===== src/rtl/i2c_target_regbank.sv =====
// I2C target giving a bus controller register-mapped access to a host-side
// bank of NUM_REGS 8-bit registers. SCL/SDA are synchronised and glitch
// filtered; START/STOP are detected in any state; the register pointer
// auto-increments (with wrap) across burst reads and writes.
//
// Register-side interface: reg_addr always presents the current pointer.
// reg_rdata must reflect reg_addr one clk after it changes; it is only
// sampled on an SCL falling edge, long after the pointer last moved.
// reg_wr is a single-clk strobe with no back-pressure: reg_wdata and
// reg_addr are valid in exactly the clk where reg_wr=1, and the bank must
// accept the write in that clk.
module i2c_target_regbank #(
    parameter logic [6:0] DEV_ADDR = 7'h42,
    parameter int         NUM_REGS = 16,
    parameter int         PTR_W    = 4,
    parameter int         FILT_LEN = 3
) (
    input  logic             clk,
    input  logic             rst,
    input  logic             scl_in,
    input  logic             sda_in,
    output logic             sda_oe,
    output logic [PTR_W-1:0] reg_addr,
    input  logic [7:0]       reg_rdata,
    output logic             reg_wr,
    output logic [7:0]       reg_wdata,
    output logic             busy,
    output logic             start_det,
    output logic             stop_det
);

    // Protocol states. IDLE and WAIT both ignore the bus except START/STOP;
    // WAIT marks "transaction abandoned" (NACKed pointer or read end).
    localparam logic [3:0] IDLE     = 4'd0;
    localparam logic [3:0] ADDR     = 4'd1;
    localparam logic [3:0] ADDR_ACK = 4'd2;
    localparam logic [3:0] PTR      = 4'd3;
    localparam logic [3:0] PTR_ACK  = 4'd4;
    localparam logic [3:0] WR_DATA  = 4'd5;
    localparam logic [3:0] WR_ACK   = 4'd6;
    localparam logic [3:0] RD_DATA  = 4'd7;
    localparam logic [3:0] RD_ACK   = 4'd8;
    localparam logic [3:0] WAIT     = 4'd9;

    // Filter counter counts 0..FILT_LEN-1 disagreeing samples.
    localparam int              FC_W   = (FILT_LEN > 2) ? $clog2(FILT_LEN) : 1;
    localparam logic [FC_W-1:0] FC_MAX = FC_W'(FILT_LEN - 1);

    localparam logic [PTR_W-1:0] PTR_LAST = PTR_W'(NUM_REGS - 1);
    localparam logic [8:0]       REG_LIM  = 9'(NUM_REGS);

    // Input conditioning
    logic            scl_s1, scl_s2, sda_s1, sda_s2;
    logic            scl_f, sda_f, scl_f_d, sda_f_d;
    logic [FC_W-1:0] scl_cnt, sda_cnt;

    // Protocol engine (state and bit_cnt are the observable FSM status)
    logic [3:0]       state;
    logic [2:0]       bit_cnt;
    logic [7:0]       shift;
    logic             rw;
    logic [PTR_W-1:0] ptr;

    logic             scl_rise, scl_fall;
    logic             start_cond, stop_cond;
    logic [7:0]       shift_in;
    logic [PTR_W-1:0] ptr_inc;
    logic             ptr_ok;

    assign reg_addr = ptr;

    // Edge pulses and bus conditions, all on the filtered levels. SCL must
    // have been high for at least one full clk so a coincident SCL/SDA
    // change cannot masquerade as START or STOP.
    assign scl_rise   = scl_f & ~scl_f_d;
    assign scl_fall   = ~scl_f & scl_f_d;
    assign start_cond = scl_f & scl_f_d & sda_f_d & ~sda_f;
    assign stop_cond  = scl_f & scl_f_d & ~sda_f_d & sda_f;

    // Byte value as it will look once the current SDA sample is shifted in.
    assign shift_in = {shift[6:0], sda_f};
    assign ptr_ok   = ({1'b0, shift_in} < REG_LIM);
    assign ptr_inc  = (ptr == PTR_LAST) ? '0 : ptr + 1'b1;

    // Two-flop synchronisers; idle bus level is high.
    always_ff @(posedge clk) begin
        if (rst) begin
            scl_s1 <= 1'b1;
            scl_s2 <= 1'b1;
            sda_s1 <= 1'b1;
            sda_s2 <= 1'b1;
        end else begin
            scl_s1 <= scl_in;
            scl_s2 <= scl_s1;
            sda_s1 <= sda_in;
            sda_s2 <= sda_s1;
        end
    end

    // SCL stability filter: level follows input only after FILT_LEN equal samples.
    always_ff @(posedge clk) begin
        if (rst) begin
            scl_f   <= 1'b1;
            scl_cnt <= '0;
        end else if (scl_s2 == scl_f) begin
            scl_cnt <= '0;
        end else if (scl_cnt == FC_MAX) begin
            scl_f   <= scl_s2;
            scl_cnt <= '0;
        end else begin
            scl_cnt <= scl_cnt + 1'b1;
        end
    end

    // SDA stability filter, same rule as SCL.
    always_ff @(posedge clk) begin
        if (rst) begin
            sda_f   <= 1'b1;
            sda_cnt <= '0;
        end else if (sda_s2 == sda_f) begin
            sda_cnt <= '0;
        end else if (sda_cnt == FC_MAX) begin
            sda_f   <= sda_s2;
            sda_cnt <= '0;
        end else begin
            sda_cnt <= sda_cnt + 1'b1;
        end
    end

    // Previous filtered levels for edge and bus-condition detection.
    always_ff @(posedge clk) begin
        if (rst) begin
            scl_f_d <= 1'b1;
            sda_f_d <= 1'b1;
        end else begin
            scl_f_d <= scl_f;
            sda_f_d <= sda_f;
        end
    end

    // Protocol FSM: STOP/START override everything, otherwise bits are
    // sampled on scl_rise and SDA drive changes only on scl_fall. In the
    // ACK states bit_cnt doubles as a phase flag (0 = before ACK, 1 = during).
    always_ff @(posedge clk) begin
        if (rst) begin
            state     <= IDLE;
            bit_cnt   <= '0;
            shift     <= '0;
            rw        <= 1'b0;
            ptr       <= '0;
            sda_oe    <= 1'b0;
            reg_wr    <= 1'b0;
            reg_wdata <= '0;
            busy      <= 1'b0;
            start_det <= 1'b0;
            stop_det  <= 1'b0;
        end else begin
            start_det <= 1'b0;
            stop_det  <= 1'b0;
            reg_wr    <= 1'b0;
            if (stop_cond) begin
                state    <= IDLE;
                bit_cnt  <= '0;
                sda_oe   <= 1'b0;
                busy     <= 1'b0;
                stop_det <= 1'b1;
            end else if (start_cond) begin
                state     <= ADDR;
                bit_cnt   <= '0;
                sda_oe    <= 1'b0;
                start_det <= 1'b1;
            end else begin
                case (state)
                    ADDR: begin
                        if (scl_rise) begin
                            shift <= shift_in;
                            if (bit_cnt == 3'd7) begin
                                bit_cnt <= '0;
                                if (shift_in[7:1] == DEV_ADDR) begin
                                    state <= ADDR_ACK;
                                    rw    <= shift_in[0];
                                    busy  <= 1'b1;
                                end else begin
                                    state <= IDLE;
                                end
                            end else begin
                                bit_cnt <= bit_cnt + 3'd1;
                            end
                        end
                    end
                    ADDR_ACK: begin
                        if (scl_fall) begin
                            if (bit_cnt == 3'd0) begin
                                sda_oe  <= 1'b1;
                                bit_cnt <= 3'd1;
                            end else begin
                                bit_cnt <= '0;
                                if (rw) begin
                                    // First read bit goes out on this same fall.
                                    state  <= RD_DATA;
                                    sda_oe <= ~reg_rdata[7];
                                    shift  <= {reg_rdata[6:0], 1'b0};
                                end else begin
                                    state  <= PTR;
                                    sda_oe <= 1'b0;
                                end
                            end
                        end
                    end
                    PTR: begin
                        if (scl_rise) begin
                            shift <= shift_in;
                            if (bit_cnt == 3'd7) begin
                                bit_cnt <= '0;
                                if (ptr_ok) begin
                                    ptr   <= shift_in[PTR_W-1:0];
                                    state <= PTR_ACK;
                                end else begin
                                    // Out-of-range pointer: no ACK, abandon transaction.
                                    state <= WAIT;
                                end
                            end else begin
                                bit_cnt <= bit_cnt + 3'd1;
                            end
                        end
                    end
                    PTR_ACK: begin
                        if (scl_fall) begin
                            if (bit_cnt == 3'd0) begin
                                sda_oe  <= 1'b1;
                                bit_cnt <= 3'd1;
                            end else begin
                                sda_oe  <= 1'b0;
                                bit_cnt <= '0;
                                state   <= WR_DATA;
                            end
                        end
                    end
                    WR_DATA: begin
                        if (scl_rise) begin
                            shift <= shift_in;
                            if (bit_cnt == 3'd7) begin
                                bit_cnt   <= '0;
                                reg_wr    <= 1'b1;
                                reg_wdata <= shift_in;
                                state     <= WR_ACK;
                            end else begin
                                bit_cnt <= bit_cnt + 3'd1;
                            end
                        end
                    end
                    WR_ACK: begin
                        if (scl_fall) begin
                            if (bit_cnt == 3'd0) begin
                                sda_oe  <= 1'b1;
                                bit_cnt <= 3'd1;
                            end else begin
                                sda_oe  <= 1'b0;
                                bit_cnt <= '0;
                                ptr     <= ptr_inc;
                                state   <= WR_DATA;
                            end
                        end
                    end
                    RD_DATA: begin
                        if (scl_fall) begin
                            if (bit_cnt == 3'd7) begin
                                sda_oe  <= 1'b0;
                                bit_cnt <= '0;
                                state   <= RD_ACK;
                            end else begin
                                sda_oe  <= ~shift[7];
                                shift   <= {shift[6:0], 1'b0};
                                bit_cnt <= bit_cnt + 3'd1;
                            end
                        end
                    end
                    RD_ACK: begin
                        if (bit_cnt == 3'd0) begin
                            if (scl_rise) begin
                                if (!sda_f) begin
                                    ptr     <= ptr_inc;
                                    bit_cnt <= 3'd1;
                                end else begin
                                    // Controller NACK ends the read; SDA already released.
                                    state <= WAIT;
                                end
                            end
                        end else if (scl_fall) begin
                            // reg_rdata has settled for the incremented pointer by now.
                            state   <= RD_DATA;
                            bit_cnt <= '0;
                            sda_oe  <= ~reg_rdata[7];
                            shift   <= {reg_rdata[6:0], 1'b0};
                        end
                    end
                    default: begin
                        // IDLE / WAIT: only START or STOP move the FSM.
                        sda_oe <= 1'b0;
                    end
                endcase
            end
        end
    end

endmodule


===== config.mk =====
export PLATFORM = sky130hd
export DESIGN_NAME = i2c_target_regbank
export DESIGN_NICKNAME = d
export VERILOG_FILES = /design/src/rtl/i2c_target_regbank.sv
export SDC_FILE = /design/constraint.sdc
export NUM_CORES = 1
export LEC_CHECK = 0
export CORE_MARGIN = 5
export CORE_UTILIZATION = 30
export DETAILED_ROUTE_END_ITERATION = 10
export PLACE_DENSITY = 0.46
export SLEW_MARGIN = 20
export SYNTH_ARGS = -nofsm -noshare
export SYNTH_HDL_FRONTEND = slang
export SYNTH_SLANG_ARGS = --single-unit
export TNS_END_PERCENT = 5

===== constraint.sdc =====
create_clock -name clk -period 4.3 [get_ports clk]
set_input_delay 0.86 -clock clk [delete_from_list [all_inputs] [get_ports clk]]
set_output_delay 0.86 -clock clk [all_outputs]
set_load 0.03 [all_outputs]

; ---- Word level (Yosys, flattened, before mapping)
; Index checks and enable logic that the tools add are counted.
[classes]
muxes = 63
order_cmp = 1
n_eq_ne = 58
reduce_logical = 25
bitwise = 20
addsub = 4
[ops]
columns = op, n
row1 = $mux 4, 26
row2 = $mux 8, 8
row3 = $ne 3x3->1 const B, 15
row4 = $ne 2x2->1 const B, 21
row5 = $pmux 8 s4, 1
row6 = $reduce_and 16->1, 2
row7 = $pmux 4 s7, 1
row8 = $mux 3, 9
row9 = $reduce_and 11->1, 2
row10 = $eq 4x3->1 const B, 4
row11 = $reduce_or 3->1, 5
row12 = $mux 1, 14
row13 = $not 1->1, 13
row14 = $ne 4x4->1 const B, 3
row15 = $pmux 3 s4, 1
row16 = $pmux 4 s3, 1
row17 = $reduce_and 6->1, 2
row18 = $reduce_and 5->1, 2
row19 = $eq 4x2->1 const B, 2
row20 = $eq 4x4->1 const B, 2
row21 = $lt 8x5->1 const B, 1
row22 = $reduce_bool 4->1, 2
row23 = $reduce_bool 8->1, 1
row24 = $and 1x1->1, 7
row25 = other kinds (19), 26
[totals]
elab_cells = 193
inputBits = 12
out_inout_bits = 17
register_bits = 45

; ---- Longest topological paths before layout
[depth]
depth_word = 6
depth_mapped = 8
mapped_depth_nobuf = 7

; ---- Worst setup path after synthesis
; No wires, ideal clock.
[synth_path]
path_kind = register to register
startpoint = register bit_cnt[0]
endpoint = register ptr[0], in the netlist reg_addr[0]
arrival_ns = 2.058
slack_ns = 2.111
path_buffers = 0
setup_ns = 0.132
t_required_ns = 4.168
path_stages_with_launch = 8
period_less_slack_ns = 2.189
cell_sequence = dfxtp_1 > ha_1 > ha_1 > inv_1 > or4_4 > a211o_1 > a2111oi_2 > nor3_1
[synth_via]
elab_chain_cells = 3
elab_cells_between_ends = 6
classes_between = 4 x eq/ne / 2 x reduce/logical
[synth_lines]
columns = item, line
row1 = from (decl), 59  ; logic [2:0] bit_cnt;
row2 = from (signal assigned), 187  ; bit_cnt <= bit_cnt + 3'd1;
row3 = from (signal assigned), 223  ; bit_cnt <= bit_cnt + 3'd1;
row4 = from (signal assigned), 248  ; bit_cnt <= bit_cnt + 3'd1;
row5 = $eq 3x3->1 / $logic_not 3->1 (equally long branches), "213, 254, 279"
row6 = $ne 2x2->1 (no source line), -
row7 = $reduce_and 11->1 (no source line) (*), -
row8 = to (signal assigned), 216  ; ptr <= shift_in[PTR_W-1:0];
row9 = to (signal assigned), 260  ; ptr <= ptr_inc;
row10 = to (signal assigned), 282  ; ptr <= ptr_inc;
row11 = to (decl), 62  ; logic [PTR_W-1:0] ptr;
; Every way passes the cells marked *; elsewhere a longest branch is shown, timed or not.
; A chain may end at the register's enable or synchronous reset.

; ---- Worst setup path in the final report
[layout_path]
startpoint = register state[0]
endpoint = register ptr[2], in the netlist reg_addr[2]
[layout_via]
elab_chain_cells = 3
elab_cells_between_ends = 14
classes_between = 11 x eq/ne / 1 x mux / 2 x reduce/logical
[layout_lines]
columns = item, line
row1 = from (decl), 58  ; logic [3:0] state;
row2 = from (signal assigned), 146  ; state <= IDLE;
row3 = from (signal assigned), 162  ; state <= IDLE;
row4 = from (signal assigned), 168  ; state <= ADDR;
row5 = "$eq 4x3->1, or another cell as far along", 173  ; case (state)
row6 = $ne 2x2->1 (no source line) / $reduce_bool 3->1 (equally long branches), -
row7 = $reduce_and 11->1 (no source line), -
; Parallel ways exist; a longest one is shown, timed or not.

==> metrics.txt <==
status finished, final reports clean; crit-path max cell delay between 0.8 and 0.9 ns; most area-hungry cell type in the Yosys netlist dfxtp_1; CTS Hold Bufs 0; commonest cells after routing, fill and taps aside dfxtp_1 (45), clkdlybuf4s50_1 (28), nor2_1 (26); post-synth top area share between 30% and 40%; CTS Buf Count 5; Final Skew between 0.01 and 0.015 ns; Synth Warn # 0; max-cap violations 0; Pint approximately 0.85 mW; Chip Height roughly 100 um; RSZ-0062 raised after global routing no; Slew headroom ~49%; Seq pwr share between 30% and 40%; clock share of power 17.5%; worst min-delay path class flop to flop; register area share after synthesis between 30% and 40%; share of post-route cells with drive strength above 1 around 8.6%; Syn Nets 301; vias in the first global route ~2,000; largest net degree at the start of global routing 25; row cnt 33; Mapped Area ~0.0025 sq mm; WP data arrival between 2 and 3 ns; post-CTS setup buffers 0; setup slack after layout between 1.5 and 2 ns; P_sw between 0.6 and 0.7 mW; Placeable Area approximately 0.0081 sq mm; # resized after CTS 0; antenna viol nets, final 0; first-pass GRT wire length about 11 mm; CP Max Fanout 20; CTS Buffer Depth 2; crit end category flop; dominant synthesized flop cell dfxtp_1; Clock Root Buffer clkbuf_8; drt first pass iters 4; die width slightly above 100 um; worst slack, placed approximately 1.7 ns; Initial DRC Count about 130; GRT Total Usage approximately 13%; sw frac about 42%; count of different cell masters after synthesis a little over 60; Mapped Cells 283; n_diodes 0; vias per inst roughly 5.3; DRC Markers 0; PortBufs 28; top cells by area, synth dfxtp_1 (37%), mux2i_1 (6.9%), nor2_1 (4.0%), nand2_1 (3.7%), a21oi_1 (3.5%); vias 2,162; final hold vios 0; antenna violations before repair 0; period utilization about 60%; IO Pins 29; nets about 320; Clock H-tree levels 2; required time worst endpoint around 4.5 ns; Mean Syn Cell Area roughly 8.7 sq um; Crit-path slowest cell dfxtp_1; critical path class flop to flop; Leakage Power between 1 and 1.5 nW; grt ovf 0; Slew Viols, Final 0; FF+latch count, synth 45; min cycle time layout approximately 2.6 ns; Detailed Route WL between 6 and 7 mm; maximum VDD drop 0.1556 mV; wire per inst roughly 16 um; Die ar. between 0.01 and 0.015 sq mm; Sum Neg Setup Slack 0 ns; Initial Util 30.41%; Comb power frac around 44%; CTS tree yes; fillers 890; PwrDens about 510 mW/mm^2; Post-DP HPWL 4.551 mm; ys async rst share 0%; actual slew at the worst max-slew pin 0.7700 ns; Clock Latency Late Sink 0.30 ns; CP cell instances nand2b_4 > or4_4 > a211o_1 > o311ai_1 > o41ai_1; synthesis-to-finish area growth 16.32%; commonest non-fill, non-tap cell in the layout dfxtp_1; EDFF count, synth 0; CTS sink cnt between 40 and 50; RD Place Congestion around 0.79; CP Launch Type flop; Finish-stage setup viols 0; clk slew on worst S/H paths about 0.09 ns; Fmax just under 400 MHz
[power by group through the flow]
stage | Combinational, mW | Clock, mW | Sequential [mW]
after detailed placement | 0.648 | 0 | 0.571
after floorplan | 0.532 | 0 | 0.538
after global routing | 0.719 | 0.286 | 0.576
final | 0.652 | 0.258 | 0.564
after CTS | 0.650 | 0.276 | 0.562
after global placement | 0.653 | 0 | 0.573
[Yosys cell counts (7+ instances only)]
| cell | n |
|---|---|
| or2_2 | 8 |
| inv_1 | 9 |
| a21oi_1 | 17 |
| nor3_1 | 9 |
| clkbuf_1 | 13 |
| nor2_1 | 26 |
| dfxtp_1 | 45 |
| a311oi_1 | 9 |
| nand2_1 | 24 |
| mux2i_1 | 17 |
| o21ai_0 | 7 |
| a31oi_1 | 7 |
[worst max-delay path, delay by kind of cell, from the launching register on]
kind | cells | cell delay, ns
compound gates | 3 | 0.78
flops | 1 | 0.83
simple gates | 2 | 0.82
[cells by family after synthesis]
| family | Yosys count | share of synthesized area, % |
|---|---|---|
| muxes | 17 | 6.914 |
| xor gates and xnor gates | 3 | 1.068 |
| buffers and inverters | 29 | 5.643 |
| adders and majority gates | 6 | 3.050 |
| and+or+nand+nor | 109 | 24.05 |
| AOI/OAI and AO/OA | 74 | 22.67 |
| DFF | 45 | 36.60 |
[final cells by class]
| class | count | area (sq um) | share of cell area, % |
|---|---|---|---|
| multi-input combinational | 209 | 1421 | 49.65 |
| sequential | 45 | 900.9 | 31.47 |
| clock buffer | 8 | 80.08 | 2.797 |
| inverter | 9 | 33.78 | 1.180 |
| tap | 105 | 131.4 | 4.589 |
| timing repair buffer | 30 | 295.3 | 10.31 |
[registers in the layout, summed over array words and instances (netlist names), 2 cells and up]
name / count
scl_cnt: 2
reg_addr: 4
reg_wdata: 8
sda_cnt: 2
state: 4
shift: 8
bit_cnt: 3
[worst paths after layout]
path | to | from | slack [ns] | cells past startpoint
hold reg to reg | scl_s2 | scl_s1 | 0.40 | 1
setup reg to reg | reg_addr[2] | state[0] | 1.74 | 5
setup / recovery | reg_addr[2] | state[0] | 1.74 | 5
hold / removal | scl_s2 | scl_s1 | 0.40 | 1
[stage by stage]
step                      instance area [sq um]  power, mW  std cells  util, %  hold WS, ns
final                                      2863      1.474        406    35.37       0.4015
after CTS                                  2863      1.488        406    35.37       0.4128
after floorplan                            2461      1.070        283        -       0.3895
after global routing                       2863      1.582        406    35.37       0.4270
after detailed placement                   2783      1.219        398    34.38       0.3971
after global placement                     2783      1.226        398    34.38       0.3902
[layer usage]
layer / vias up / share of wire (%) / global-route usage (%)
li1: 1090 / - / -
met1: 1031 / 50 / 17.64
met2: 36 / 46 / 21.00
met3: 5 / 3.2 / 2.145
met4: 0 / 1.0 / 3.731
met5: - / 0 / 0
Power figures use the tool's default switching activity.
